===== src/rtl/prescale_arbiter.sv =====
// prescale_arbiter: round-robin arbiter that lends the shared I2C clock
// prescaler to one of two requesters for a counted number of output periods.
// Optional watchdog abort is compiled in with `define PRESCALE_ARB_TIMEOUT_EN.
module prescale_arbiter #(
  parameter int unsigned LEN_W = 8
) (
  input  logic             clk,
  input  logic             rst,
  input  logic             req0,
  input  logic             req1,
  input  logic [3:0]       sel0,
  input  logic [3:0]       sel1,
  input  logic [LEN_W-1:0] len0,
  input  logic [LEN_W-1:0] len1,
  input  logic             pre_out,
  output logic             pre_en,
  output logic [3:0]       pre_sel,
  output logic             gnt0,
  output logic             gnt1,
  output logic             owner,
  output logic             busy,
  output logic             done,
  output logic             err
);

  typedef enum logic [2:0] {
    IDLE  = 3'd0,
    LOAD1 = 3'd1,
    LOAD2 = 3'd2,
    RUN   = 3'd3,
    DONE  = 3'd4
  } state_t;

  state_t           state, state_d;
  logic             ptr, ptr_d;
  logic [LEN_W-1:0] len_q, len_d;
  logic [LEN_W-1:0] cnt, cnt_d, cnt_inc;
  logic             pre_q, pre_q_d;
  logic             pre_en_d, gnt0_d, gnt1_d, owner_d, busy_d, done_d, err_d;
  logic [3:0]       pre_sel_d;
  logic             owner_req;
  logic             fall;
  logic             wd_expired;

  assign owner_req = owner ? req1 : req0;
  assign fall      = pre_q & ~pre_out;
  assign cnt_inc   = (fall && (cnt != '1)) ? cnt + LEN_W'(1) : cnt;

`ifdef PRESCALE_ARB_TIMEOUT_EN
  localparam int unsigned WD_W = 6;
  logic [WD_W-1:0] wd;

  // Watchdog: RUN cycles since the last prescaler falling edge.
  always_ff @(posedge clk) begin
    if (rst || (state != RUN) || fall) begin
      wd <= '0;
    end else begin
      wd <= wd + WD_W'(1);
    end
  end

  assign wd_expired = (state == RUN) && !fall && (wd == '1);
`else
  assign wd_expired = 1'b0;
`endif

  // Next-state and next-output decode.
  always_comb begin
    state_d   = state;
    ptr_d     = ptr;
    len_d     = len_q;
    cnt_d     = '0;
    pre_q_d   = 1'b0;
    pre_sel_d = pre_sel;
    owner_d   = owner;
    gnt0_d    = gnt0;
    gnt1_d    = gnt1;
    done_d    = 1'b0;
    err_d     = 1'b0;

    case (state)
      IDLE: begin
        if (req0 || req1) begin
          owner_d   = (req0 && req1) ? ptr : req1;
          pre_sel_d = owner_d ? sel1 : sel0;
          len_d     = owner_d ? len1 : len0;
          if (len_d == '0) begin
            len_d = LEN_W'(1);
          end
          gnt0_d  = ~owner_d;
          gnt1_d  = owner_d;
          state_d = LOAD1;
        end
      end
      LOAD1: state_d = LOAD2;
      LOAD2: state_d = RUN;
      RUN: begin
        pre_q_d = pre_out;
        cnt_d   = cnt_inc;
        if (cnt_inc == len_q) begin
          state_d = DONE;
          done_d  = 1'b1;
          ptr_d   = ~owner;
        end else if (wd_expired) begin
          state_d = IDLE;
          err_d   = 1'b1;
          ptr_d   = ~owner;
        end
      end
      DONE:    state_d = IDLE;
      default: state_d = IDLE;
    endcase

    // Owner withdrawing its request cancels the burst silently.
    if (((state == LOAD1) || (state == LOAD2) || (state == RUN)) && !owner_req) begin
      state_d = IDLE;
      done_d  = 1'b0;
      err_d   = 1'b0;
      ptr_d   = ~owner;
      pre_q_d = 1'b0;
      cnt_d   = '0;
    end

    busy_d   = (state_d == LOAD1) || (state_d == LOAD2) || (state_d == RUN);
    pre_en_d = (state_d == RUN);
    if (!busy_d) begin
      gnt0_d = 1'b0;
      gnt1_d = 1'b0;
    end
  end

  // State, working registers and registered outputs.
  always_ff @(posedge clk) begin
    if (rst) begin
      state   <= IDLE;
      ptr     <= 1'b0;
      len_q   <= '0;
      cnt     <= '0;
      pre_q   <= 1'b0;
      pre_en  <= 1'b0;
      pre_sel <= '0;
      gnt0    <= 1'b0;
      gnt1    <= 1'b0;
      owner   <= 1'b0;
      busy    <= 1'b0;
      done    <= 1'b0;
      err     <= 1'b0;
    end else begin
      state   <= state_d;
      ptr     <= ptr_d;
      len_q   <= len_d;
      cnt     <= cnt_d;
      pre_q   <= pre_q_d;
      pre_en  <= pre_en_d;
      pre_sel <= pre_sel_d;
      gnt0    <= gnt0_d;
      gnt1    <= gnt1_d;
      owner   <= owner_d;
      busy    <= busy_d;
      done    <= done_d;
      err     <= err_d;
    end
  end

endmodule


===== config.mk =====
export PLATFORM = sky130hd
export DESIGN_NAME = prescale_arbiter
export DESIGN_NICKNAME = d
export VERILOG_FILES = /design/src/rtl/prescale_arbiter.sv
export SDC_FILE = /design/constraint.sdc
export NUM_CORES = 1
export LEC_CHECK = 0
export ABC_AREA = 1
export CAP_MARGIN = 10
export CORE_MARGIN = 4
export CORE_UTILIZATION = 50
export DETAILED_ROUTE_END_ITERATION = 10
export PLACE_DENSITY = 0.92
export SETUP_SLACK_MARGIN = 0.05
export SLEW_MARGIN = 30
export SYNTH_ARGS = -nofsm -noshare
export SYNTH_HDL_FRONTEND = slang
export SYNTH_SLANG_ARGS = --single-unit

===== constraint.sdc =====
create_clock -name clk -period 2.85 [get_ports clk]
set_input_delay 0.285 -clock clk [delete_from_list [all_inputs] [get_ports clk]]
set_output_delay 0.285 -clock clk [all_outputs]
set_load 0.02 [all_outputs]

==> reports/metrics.cfg <==
[place]
placed_cell_area_sq_um=2010
io_buffers=38
gp_congestion=0.884
hpwl_mm=2.93

[pwr]
comb_power_share_pct=24.5
p_sw_mw=0.307
ir_drop_v=0.000325
seqPwrFrac_pct=49.2
p_leak_nw=0.911
power_density_nw_per_um2=486
clockPowerShare_pct=26.4
p_sw_share_pct=30.6
internal_power_mw=0.698

[layout]
drive_above_1_share_pct=7.19
area_growth_pct=29.5
fin_area_sq_um=2070
fin_nets=308
nFillCells=265
num_antenna_cells=0

[drt]
firstDrtPassIters=4
wl_per_cell_microns=11.9
drc_errors=0
wirelength_mm=3.82
routed-via-count=1650
drtIter0Drc=81
drt-vias-per-instance=5.12
ant_nets=0

[sta]
period_share_pct=77.0
hold_ws_ns=0.491
finClkSkew_ns=0.0146
setup_viol=0
finalHoldViolCount=0
slew_violations=0
max_freq_ghz=0.455
rsz0062_at_grt=false
setup-tns-final_ns=0
period_needed_ns=2.20

[synth]
synth_common_cells=60 x nand2_1, 31 x dfxtp_1, 29 x inv_1
synth_nets=267
synth.area.top_cells=dfxtp_1 39%, nand2_1 14%, a21oi_1 6.9%
ys_types=23
ys_ff_latch=31
yosysTopAreaCell=dfxtp_1
synthFlopType=dfxtp_1
synthCells=237
yosysSeqAreaShare_pct=38.9
syn_area_sq_um=1600
synth-edff-count=0
ys_async_sr_fraction_pct=0
yosysWarnings=0
synth_most_common_cell=nand2_1
post_synth.cell_area_avg_sq_um=6.74
yosysTopAreaCellShare_pct=38.9

[worst_setup_path]
crit_path_max_fanout=11
r2r_start=cnt[0]
startpoint=cnt[0]
slowest_stage=dfxtp_1
rrSetupSlack_ns=0.65
cp_top_family=simple AND/OR/NAND/NOR gates
rr_worst_depth=14
path_common_cell=nand2_1
cpPeakStageDelay_ns=0.42
cp_data_required_time_ns=3.08
crit_path_end_kind=register
path_depth=14
reg2reg_to=gnt0
crit_end=gnt0
path_cells=ha_1 -> nand2_1 -> nor2_1 -> nand2_2 -> nand2_1 -> nand2_1 -> nand2_1 -> nand2_1 -> nand2_1 -> nand2_1 -> nor2_2 -> nand4_1 -> nand3_1 -> a21oi_1
critPathArrivalTime_ns=2.42
worst-setup-path-type=reg2reg
path_buf_inv=0
crit_path_start_kind=register

[die]
die_area_sq_um=4160
pin_count=40
core_area_sq_um=3050
fp-row-count=20
die_y_microns=64.5
initial_core_util_pct=52.3
die_width_microns=64.5

[clock_network]
cts_tree=yes
numCtsBuffers=5
cts_hold_buf=0
cts.sink_count=31
clk_path_buf_depth=2
cts_setup_buffers=0
cts-root-buf=clkbuf_4
cts.clk_slew.worst_paths_ns=0.10
htree_levels=2
clk_latency_ns=0.34
cts_resized=0

[global_route]
antenna_found_initial=0
overflow=0
grtUsageTotal_pct=20.2
grt_max_degree=22
grt_pass1_vias=1612
grt_pass1_wl_mm=6.64

[status]
status=finished, final reports clean

[run]
maxCapViolCount=0

[hold_path]
hp-class=in2reg

[cell type report]
cell class | count | area (sq um) | share of cell area [%]
Timing Repair Buffer | 40 | 395 | 19.1
Sequential cell | 31 | 621 | 30.0
Clock buffer | 6 | 51.3 | 2.48
Multi-Input combinational cell | 171 | 832 | 40.2
Clock inverter | 1 | 5.00 | 0.242
Tap cell | 44 | 55.1 | 2.66
Inverter | 29 | 109 | 5.26
[how the worst min path moves through the flow]
stage / to / cells past startpoint / slack [ns] / from
floorplan: owner / 1 / 0.35 / rst
global placement: ptr / 2 / 0.48 / ptr
detailed placement: ptr / 2 / 0.49 / ptr
CTS: pre_q / 3 / 0.48 / pre_out
global route: pre_sel[3] / 3 / 0.49 / sel1[3]
finish: pre_q / 3 / 0.49 / pre_out
[per-layer routing]
| layer | GRT usage, % | vias to the layer above | share of wire [%] |
|---|---|---|---|
| li1 | - | 846 | - |
| met5 | 0 | - | 0 |
| met4 | 7.39 | 0 | 1.2 |
| met1 | 22.3 | 742 | 43 |
| met3 | 8.32 | 8 | 7.7 |
| met2 | 34.7 | 54 | 48 |
[tightest hold or removal path: cells and delay by family]
family,cells,cell delay (ns)
and+or+nand+nor,1,0.04
buffers and inverters,2,0.46
[logic make-up (layout without fill, tap and decap cells)]
logic type | count (synthesis) | after routing | synth area share (%)
AOI/OAI and AO/OA | 38 | 38 | 12.1
adders and majority gates | 1 | 1 | 0.784
buffers and inverters | 35 | 76 | 9.01
DFF | 31 | 31 | 38.9
muxes | 7 | 7 | 4.39
other | 1 | 1 | 0.235
and+or+nand+nor | 124 | 124 | 34.6
[power groups by stage]
stage | Sequential, mW | Combinational [mW] | Clock [mW]
6_report | 0.494 | 0.246 | 0.265
5_1_grt | 0.498 | 0.275 | 0.289
4_1_cts | 0.494 | 0.248 | 0.271
3_5_place_dp | 0.503 | 0.245 | 0
3_3_place_gp | 0.503 | 0.238 | 0
2_1_floorplan | 0.518 | 0.124 | 0
[sequential cells by signal, indices dropped and copies added (netlist names)]
name,flops
pre_q,1
owner,1
gnt1,1
gnt0,1
cnt,8
pre_en,1
state,3
busy,1
ptr,1
done,1
len_q,8
pre_sel,4
[placed cells by master (no fill, tap or decap), drive strengths merged]
master and n:
nand2 67, clkdlybuf4s50 38, dfxtp 31, inv 29, nor2 24, nand3 22, a21oi 22, o21ai 15
mux2i 7, clkbuf 6, nand4 4, nor3 4, nand3b 3, buf 2, a41oi 1, ha 1
conb 1, clkinv 1
[stage by stage]
stage | utilization (%) | instances | power [mW] | worst slack (ns)
5_1_grt | 67.7 | 322 | 1.06 | 0.362
6_report | 67.7 | 322 | 1.01 | 0.655
3_5_place_dp | 65.9 | 315 | 0.749 | 0.627
2_1_floorplan | - | 237 | 0.642 | 1.02
4_1_cts | 67.7 | 322 | 1.01 | 0.687
3_3_place_gp | 65.9 | 315 | 0.741 | 0.666
No activity file was read; power rests on OpenSTA's default activity.
